**src/rtl/i2c_reg_target.sv**
```systemverilog
// I2C register target: 7-bit device address, 16-bit pointer, big-endian 16-bit words,
// pointer auto-increments by 2. Bus writes become wr_stb pulses; reads fetch via rd_stb/rd_data.
module i2c_reg_target #(
  parameter logic [6:0] DEV_ADDR = 7'h0A
) (
  input  logic        clk,
  input  logic        rst,
  input  logic        scl_i,
  input  logic        sda_i,
  output logic        sda_oe,
  output logic        wr_stb,
  output logic [15:0] wr_addr,
  output logic [15:0] wr_data,
  output logic        rd_stb,
  output logic [15:0] rd_addr,
  input  logic [15:0] rd_data,
  output logic        busy
);
  typedef enum logic [2:0] {
    ST_IDLE, ST_ADDR, ST_RX, ST_RX_ACK, ST_TX, ST_TX_ACK, ST_WAIT
  } state_t;

  state_t      state, state_d;
  logic [1:0]  scl_sync, sda_sync;
  logic        scl_q, sda_q, scl_s, sda_s;
  logic        scl_rise, scl_fall, start_ev, stop_ev;
  logic [3:0]  bit_cnt;
  logic [7:0]  rx_sr, rx_byte;
  logic [1:0]  byte_idx;
  logic [15:0] ptr, tx_sr;
  logic [7:0]  data_hi;
  logic        is_addr, ack_ph, tx_hi_done, rd_pend;

  // Bus idles high, so the synchronizers reset to 1 to avoid a false START.
  always_ff @(posedge clk) begin
    if (rst) begin
      scl_sync <= 2'b11;
      sda_sync <= 2'b11;
      scl_q    <= 1'b1;
      sda_q    <= 1'b1;
    end else begin
      scl_sync <= {scl_sync[0], scl_i};
      sda_sync <= {sda_sync[0], sda_i};
      scl_q    <= scl_sync[1];
      sda_q    <= sda_sync[1];
    end
  end

  assign scl_s    = scl_sync[1];
  assign sda_s    = sda_sync[1];
  assign scl_rise = scl_s & ~scl_q;
  assign scl_fall = ~scl_s & scl_q;
  assign start_ev = scl_s & scl_q & sda_q & ~sda_s;
  assign stop_ev  = scl_s & scl_q & ~sda_q & sda_s;
  assign rx_byte  = {rx_sr[6:0], sda_s};

  always_ff @(posedge clk) begin
    if (rst) state <= ST_IDLE;
    else     state <= state_d;
  end

  always_comb begin
    state_d = state;
    if (start_ev)     state_d = ST_ADDR;
    else if (stop_ev) state_d = ST_IDLE;
    else begin
      case (state)
        ST_ADDR:
          if (scl_rise && bit_cnt == 4'd7) begin
            if (rx_byte[7:1] != DEV_ADDR) state_d = ST_WAIT;
            else if (rx_byte[0])          state_d = ST_TX_ACK;
            else                          state_d = ST_RX_ACK;
          end
        ST_RX:     if (scl_rise && bit_cnt == 4'd7) state_d = ST_RX_ACK;
        ST_RX_ACK: if (scl_fall && ack_ph) state_d = ST_RX;
        ST_TX:     if (scl_fall && bit_cnt == 4'd8) state_d = ST_TX_ACK;
        ST_TX_ACK: begin
          if (scl_rise && !is_addr && sda_s) state_d = ST_WAIT;
          else if (scl_fall && ack_ph)       state_d = ST_TX;
        end
        default: ;
      endcase
    end
  end

  always_ff @(posedge clk) begin
    if (rst) begin
      sda_oe     <= 1'b0;
      wr_stb     <= 1'b0;
      wr_addr    <= '0;
      wr_data    <= '0;
      rd_stb     <= 1'b0;
      rd_addr    <= '0;
      busy       <= 1'b0;
      bit_cnt    <= '0;
      rx_sr      <= '0;
      byte_idx   <= '0;
      ptr        <= '0;
      tx_sr      <= '0;
      data_hi    <= '0;
      is_addr    <= 1'b0;
      ack_ph     <= 1'b0;
      tx_hi_done <= 1'b0;
      rd_pend    <= 1'b0;
    end else begin
      wr_stb <= 1'b0;
      rd_stb <= 1'b0;
      if (rd_pend) begin
        tx_sr   <= rd_data;
        rd_pend <= 1'b0;
      end
      if (start_ev) begin
        sda_oe     <= 1'b0;
        bit_cnt    <= '0;
        byte_idx   <= '0;
        is_addr    <= 1'b1;
        ack_ph     <= 1'b0;
        tx_hi_done <= 1'b0;
      end else if (stop_ev) begin
        sda_oe <= 1'b0;
        busy   <= 1'b0;
        ack_ph <= 1'b0;
      end else begin
        case (state)
          ST_ADDR, ST_RX:
            if (scl_rise) begin
              rx_sr   <= rx_byte;
              bit_cnt <= bit_cnt + 4'd1;
              if (bit_cnt == 4'd7) begin
                bit_cnt <= '0;
                ack_ph  <= 1'b0;
                if (state == ST_ADDR) busy <= (rx_byte[7:1] == DEV_ADDR);
              end
            end
          ST_RX_ACK:
            if (scl_fall) begin
              if (!ack_ph) begin
                sda_oe <= 1'b1;
                ack_ph <= 1'b1;
                if (!is_addr) begin
                  case (byte_idx)
                    2'd0: begin ptr[15:8] <= rx_sr; byte_idx <= 2'd1; end
                    2'd1: begin ptr[7:0]  <= rx_sr; byte_idx <= 2'd2; end
                    2'd2: begin data_hi   <= rx_sr; byte_idx <= 2'd3; end
                    default: begin
                      wr_stb   <= 1'b1;
                      wr_addr  <= ptr;
                      wr_data  <= {data_hi, rx_sr};
                      ptr      <= ptr + 16'd2;
                      byte_idx <= 2'd2;
                    end
                  endcase
                end
              end else begin
                sda_oe  <= 1'b0;
                ack_ph  <= 1'b0;
                is_addr <= 1'b0;
              end
            end
          ST_TX: begin
            if (scl_rise) bit_cnt <= bit_cnt + 4'd1;
            if (scl_fall) begin
              if (bit_cnt == 4'd8) begin
                sda_oe     <= 1'b0;
                bit_cnt    <= '0;
                tx_hi_done <= ~tx_hi_done;
              end else begin
                sda_oe <= ~tx_sr[15];
                tx_sr  <= {tx_sr[14:0], 1'b0};
              end
            end
          end
          ST_TX_ACK: begin
            // Address ACK is our own; data ACKs come from the master.
            if (scl_rise) begin
              if (!is_addr && sda_s) begin
                sda_oe <= 1'b0;
                busy   <= 1'b0;
              end else begin
                ack_ph <= 1'b1;
                if (is_addr || !tx_hi_done) begin
                  rd_stb  <= 1'b1;
                  rd_addr <= ptr;
                  ptr     <= ptr + 16'd2;
                  rd_pend <= 1'b1;
                end
              end
            end else if (scl_fall) begin
              if (ack_ph) begin
                ack_ph  <= 1'b0;
                is_addr <= 1'b0;
                sda_oe  <= ~tx_sr[15];
                tx_sr   <= {tx_sr[14:0], 1'b0};
              end else if (is_addr) begin
                sda_oe <= 1'b1;
              end
            end
          end
          ST_WAIT: sda_oe <= 1'b0;
          default: ;
        endcase
      end
    end
  end
endmodule

```
**config.mk**
```make
export PLATFORM = sky130hd
export DESIGN_NAME = i2c_reg_target
export DESIGN_NICKNAME = d
export VERILOG_FILES = /design/src/rtl/i2c_reg_target.sv
export SDC_FILE = /design/constraint.sdc
export NUM_CORES = 1
export LEC_CHECK = 0
export CAP_MARGIN = 20
export CORE_ASPECT_RATIO = 1.1
export CORE_MARGIN = 2
export CORE_UTILIZATION = 49
export DETAILED_ROUTE_END_ITERATION = 8
export PLACE_DENSITY = 0.72
export SYNTH_ARGS = -nofsm -noshare
export SYNTH_HDL_FRONTEND = slang
export SYNTH_SLANG_ARGS = --single-unit
```
**constraint.sdc**
```tcl
create_clock -name clk -period 3.1 [get_ports clk]
set_input_delay 0.62 -clock clk [delete_from_list [all_inputs] [get_ports clk]]
set_output_delay 0.62 -clock clk [all_outputs]
set_load 0.03 [all_outputs]
```
==> impl_metrics.json, run 1 <==
{
  "fin_crit_sh_pct": 85.5,
  "fin_worst_skew_ns": 0.00787,
  "grt_use_total_pct": 24.2,
  "drc_errors": 0,
  "ant_nets": 0,
  "dp_hpwl_mm": 9.02,
  "met1_usage_pct": 31.3,
  "fp.dieH_um": 114,
  "tritoncts": "done",
  "firstDrtPassIters": 6,
  "synth_area_um2": 5430,
  "dieArea_um2": 11900,
  "grtUsageMet2_pct": 38.8,
  "viasPerCell": 5.70,
  "p_per_area_nw_per_um2": 537,
  "ioPinCount": 72,
  "slew_headroom_pct": 47.3,
  "startpoint": "byte_idx[0]",
  "synth.avg_cell_area_um2": 8.52,
  "cts_root_buffer": "clkbuf_16",
  "dr_total_vias": 4886,
  "clock-sinks": 118,
  "cts.path.max_buffers": 2,
  "setup_viol": 0,
  "outcome": "completed",
  "p_switching_uw": 798,
  "overflow": 0,
  "area_growth_pct": 26.1,
  "ys_warn_count": 0,
  "core-area_um2": 10900,
  "synthCells": 638,
  "p_int_uw": 2880,
  "initial_core_util_pct": 50.0,
  "ys_seq_elements": 118,
  "yosysSeqAreaShare_pct": 43.5,
  "synth_edf_count": 0,
  "ys_types": 58,
  "cts_resized": 0,
  "diodes": 0,
  "io_buffers": 71,
  "rows": 40,
  "peakVddDrop_uv": 353,
  "cp_data_arrival_time_ns": 2.95,
  "rr_worst_depth": 6,
  "fin_area_um2": 6850,
  "grt_pass1_wl_mm": 23.3,
  "wl_mm": 13.9,
  "first_global_vias": 4738,
  "min_period_ns": 2.65,
  "top_usage_layer": "met2",
  "rsz0062_at_grt": "no",
  "gp_congestion": 0.905,
  "max_freq_ghz": 0.377,
  "routedWlPerCell_um": 16.2,
  "finalSetupTns_ns": 0,
  "worstReg2RegStart": "byte_idx[0]",
  "post-cts-setup-buffers": 0,
  "finalHoldViolCount": 0,
  "p_clk_share_pct": 55.8,
  "crit_type": "register to register",
  "slew_violations": 0,
  "worstPathRequired_ns": 3.40,
  "synthArstFlopShare_pct": 0,
  "htreeDepth": 4,
  "synth_ff_type": "dfxtp_1",
  "die_w_um": 104,
  "worstMarginPinSlew_ns": 0.787,
  "antenna_found_initial": 0,
  "syn_nets": 669,
  "critPathLaunchType": "register",
  "maxCapViolCount": 0,
  "combPwrFrac_pct": 2.7,
  "use_met3_pct": 5.69,
  "cts.clk_slew.worst_paths_ns": 0.06,
  "power_frac_seq_pct": 41.5,
  "placed_area_um2": 6230,
  "hold_start": "sda_sync[0]",
  "nNetsFinal": 728,
  "switching_share_pct": 21.7,
  "cp_max_fo": 15,
  "layout-drive-gt1-share_pct": 9.01,
  "hold_depth": 1,
  "drt-initial-drc-count": 384,
  "p_leak_uw": 0.00240,
  "cts_buffers": 17,
  "crit_path_end_kind": "register",
  "ctsHoldBuffers": 0,
  "clkLatencyLatePin_ns": 0.41,
  "hp-class": "register to register",
  "grt_max_degree": 58
}
==> synthesized netlist by cell type (all sizes together) (4+ instances only) <==
master,number,area (µm²)
nand2b,4,25.0
nand2,107,402
o22ai,4,25.0
dfxtp,118,2360
o32ai,5,43.8
a21oi,61,305
xor2,4,35.0
o21ai,22,110
nor2b,6,37.5
o2bb2ai,16,140
buf,7,52.5
a22oi,4,30.0
o21a,4,30.0
nand3,12,60.1
or2,9,56.3
a21o,5,37.5
nand4,6,37.5
nor3,12,65.1
inv,11,41.3
mux2i,52,521
nor2,61,229
nand3b,10,87.6
ha,11,138
clkbuf,38,143
==> registers in the layout (all words and copies together), names as in the netlist <==
signal / count
ack_ph: 1
bit_cnt: 4
busy: 1
byte_idx: 2
data_hi: 8
is_addr: 1
ptr: 16
rd_addr: 16
rd_pend: 1
rx_sr: 8
scl_q: 1
scl_sync: 2
sda_oe: 1
sda_q: 1
sda_sync: 2
state: 3
tx_hi_done: 1
tx_sr: 16
wr_addr: 16
wr_data: 16
wr_stb: 1
==> power groups by stage <==
stage	sequential (µW)	combinational, µW	clock (µW)
CTS	1530	97.1	2080
detailed placement	1560	96.2	0
global placement	1560	95.7	0
global route	1530	107	2150
floorplan	1560	57.0	0
finish	1530	98.2	2050
==> layer usage <==
metal	part of all wire [%]	wire length [µm]
met3	6.5	897
met2	47	6580
met1	44	6130
met4	1.9	261
met5	0	0
==> worst paths after layout <==
kind / to / slack (ns)
max: ptr[13] / 0.45
min reg2reg: sda_sync[1] / 0.41
max reg2reg: ptr[13] / 0.45
min: sda_sync[1] / 0.41
==> cells in the final DEF, fill, tap and decap left out, types with 11 or more instances in the layout <==
master,n
o2bb2ai_1,16
nand3_1,12
a21oi_1,61
mux2i_1,52
nor2_1,61
nor3_1,11
clkdlybuf4s50_1,70
buf_4,14
o21ai_0,22
inv_1,11
clkbuf_16,17
ha_1,11
dfxtp_1,118
nand2_1,107
==> cell families (layout without fill, tap and decap cells) <==
| family | Yosys count | count (layout) | share of synthesized area [%] |
|---|---|---|---|
| AOI/OAI and AO/OA | 145 | 145 | 17.3 |
| DFF | 118 | 118 | 43.5 |
| xor gates and xnor gates | 4 | 4 | 0.645 |
| muxes | 54 | 54 | 10.0 |
| adders and majority gates | 11 | 11 | 2.53 |
| buffers and inverters | 56 | 128 | 4.35 |
| and+or+nand+nor | 250 | 250 | 21.6 |
==> through the flow <==
| step | utilization (%) | worst slack, ns | hold WS [ns] | total power (µW) | std cells |
|---|---|---|---|---|---|
| 2_1_floorplan | - | 0.848 | 0.389 | 1610 | 638 |
| 3_3_place_gp | 57.4 | 0.611 | 0.395 | 1660 | 825 |
| 3_5_place_dp | 57.4 | 0.493 | 0.400 | 1660 | 825 |
| 4_1_cts | 63.1 | 0.473 | 0.418 | 3700 | 857 |
| 5_1_grt | 63.1 | 0.311 | 0.426 | 3790 | 857 |
| 6_report | 63.1 | 0.449 | 0.413 | 3680 | 857 |
==> worst max-delay path, cell delays in order (launching register included) <==
cell	delay, ns
dfxtp_1	0.39
inv_1	0.11
ha_1	0.29
or4_1	0.47
a2111o_1	0.62
o21bai_1	0.28
a2111oi_2	0.39
==> final cells by class <==
class                   count  area, µm²
fillers                   910       4010
well taps                 147        184
flip-flops and latches    118       2360
inverters                  11       41.3
clock buffers              20        457
clock inverters            12        164
multi-input cells         464       2830
repair buffers             85        811
No activity file was read; power rests on OpenSTA's default activity.
==> run 2: changes to the inputs <==
--- a/config.mk
+++ b/config.mk
@@ -6,10 +6,10 @@
 export NUM_CORES = 1
 export LEC_CHECK = 0
 export CAP_MARGIN = 20
-export CORE_ASPECT_RATIO = 1.1
 export CORE_MARGIN = 2
 export CORE_UTILIZATION = 49
 export DETAILED_ROUTE_END_ITERATION = 8
+export GPL_TIMING_DRIVEN = 0
 export PLACE_DENSITY = 0.72
 export SYNTH_ARGS = -nofsm -noshare
 export SYNTH_HDL_FRONTEND = slang
==> run 2 against run 1 <==
Sequential share of layout area shrank 0.16 points; count of clock-buffer cells in the layout shrank 2; die area is essentially flat; sequential power is essentially flat; first-iteration DRC count grew 24%; global-route usage grew 1.6 points; flip-flop and latch count is the same; register-to-register slack is essentially flat; critical path depth grew 2; utilization grew 0.42 points; clock power shrank 7%; clock skew grew 0.00099 ns.
==> impl_metrics.json, run 2 (synthesis gave the netlist of run 1 again) <==
{
  "antenna_found_initial": 0,
  "multi_input_area_um2": 2830,
  "crit_family": "simple AND/OR/NAND/NOR gates",
  "hold_start": "scl_sync[0]",
  "cts_buffers": 17,
  "fin_worst_skew_ns": 0.00886,
  "ant_nets": 0,
  "cp_slowest_cell": "nor4bb_1",
  "dr_total_vias": 5122,
  "die_w_um": 109,
  "first_global_vias": 4844,
  "layout-drive-gt1-share_pct": 7.70,
  "ctsHoldBuffers": 0,
  "clkLatencyLatePin_ns": 0.52,
  "path_cells": "inv_1 > ha_1 > nor4bb_1 > a21oi_1 > nand4bb_1 > clkbuf_1 > o21ai_0 > a21oi_1",
  "initial_core_util_pct": 50.1,
  "placed_area_um2": 6310,
  "p_per_area_nw_per_um2": 514,
  "whs_ns": 0.407,
  "cp_max_fo": 10,
  "hp-class": "register to register",
  "finalHoldViolCount": 0,
  "diodes": 0,
  "seq_area_um2": 2360,
  "worstMarginPinSlew_ns": 0.935,
  "htreeDepth": 4,
  "grt_max_degree": 17,
  "routedWlPerCell_um": 16.7,
  "cts.clk_slew.worst_paths_ns": 0.06,
  "fin_crit_sh_pct": 85.1,
  "outcome": "completed",
  "peakVddDrop_uv": 342,
  "drc_errors": 0,
  "drt-initial-drc-count": 477,
  "cts.path.max_buffers": 2,
  "tritoncts": "done",
  "ioPinCount": 72,
  "grt_use_total_pct": 25.8,
  "slew_violations": 0,
  "cp_data_arrival_time_ns": 3.08,
  "final_common_cell": "dfxtp_1",
  "rows": 38,
  "max_freq_ghz": 0.379,
  "startpoint": "scl_sync[1]",
  "firstDrtPassIters": 5,
  "fin_area_um2": 6890,
  "dp_hpwl_mm": 10.1,
  "setup_viol": 0,
  "dp.cells": 848,
  "worstPathRequired_ns": 3.54,
  "r2r_setup_slack_ns": 0.46,
  "wl_mm": 14.7,
  "grt_pass1_wl_mm": 23.8,
  "clock-sinks": 118,
  "cp_num_buf_inv": 2,
  "crit_type": "register to register",
  "fp.dieH_um": 109,
  "post-cts-setup-buffers": 0,
  "min_period_ns": 2.64,
  "slew_headroom_pct": 37.3,
  "max_stage_delay_ns": 0.71,
  "dieArea_um2": 11900,
  "layout_common_cells": "dfxtp_1, nand2_1, clkdlybuf4s50_1",
  "nNetsFinal": 758,
  "gp_congestion": 0.904,
  "critPathLaunchType": "register",
  "maxCapViolCount": 0,
  "p_leak_uw": 0.00238,
  "overflow": 0,
  "core-area_um2": 10800,
  "fill_cells": 939,
  "io_buffers": 70,
  "rsz0062_at_grt": "no",
  "area_growth_pct": 26.7,
  "stdcell_count": 880,
  "worstReg2RegStart": "scl_sync[1]",
  "cpMostUsedCell": "a21oi_1",
  "viasPerCell": 5.82,
  "cts_resized": 0,
  "cts_root_buffer": "clkbuf_8",
  "crit_path_end_kind": "register",
  "finalSetupTns_ns": 0
}
==> run 2: cell count changes in the layout (fill, tap and decap cells not counted), moves of 2 or more <==
cell,delta
buf_6,+2
clkbuf_1,+37
buf_2,+2
buf_4,-12
clkinvlp_4,+3
clkinv_2,+2
==> run 2: layout make-up <==
cell class	instances	area share, %
Clock inverter	14	2.16
Tap cell	140	2.54
Timing Repair Buffer	70	10.2
Multi-Input combinational cell	464	41.2
Sequential cell	118	34.3
Clock buffer	18	6.21
Inverter	11	0.600
Buffer	45	2.83
==> run 2: final timing paths <==
kind                 end  cells after the start
max               ptr[3]                      8
min          scl_sync[1]                      1
max reg2reg       ptr[3]                      8
min reg2reg  scl_sync[1]                      1
==> run 2: per-layer routing <==
| layer | routed length [µm] | track usage, % | up-vias | share of wire, % |
|---|---|---|---|---|
| li1 | - | - | 2433 | - |
| met1 | 6510 | 34.0 | 2403 | 44 |
| met2 | 6770 | 41.7 | 254 | 46 |
| met3 | 1120 | 6.05 | 32 | 7.6 |
| met4 | 296 | 8.95 | 0 | 2.0 |
| met5 | 0 | 0 | - | 0 |
==> run 2: through the flow <==
stage | setup WS (ns) | utilization [%] | total power (µW)
after global routing | 0.380 | 63.5 | 3640
after global placement | 0.648 | 58.2 | 1660
after CTS | 0.568 | 63.5 | 3560
after floorplan | 0.848 | - | 1610
final | 0.463 | 63.5 | 3540
after detailed placement | 0.629 | 58.2 | 1660
==> run 2: power by group <==
| part | leakage [µW] | internal [µW] | switching (µW) | total, µW |
|---|---|---|---|---|
| combinational | 0.00115 | 40.4 | 66.6 | 107 |
| sequential | 0.000951 | 1520 | 3.82 | 1530 |
| clock | 0.000274 | 1170 | 736 | 1910 |
| total | 0.00238 | 2730 | 806 | 3540 |
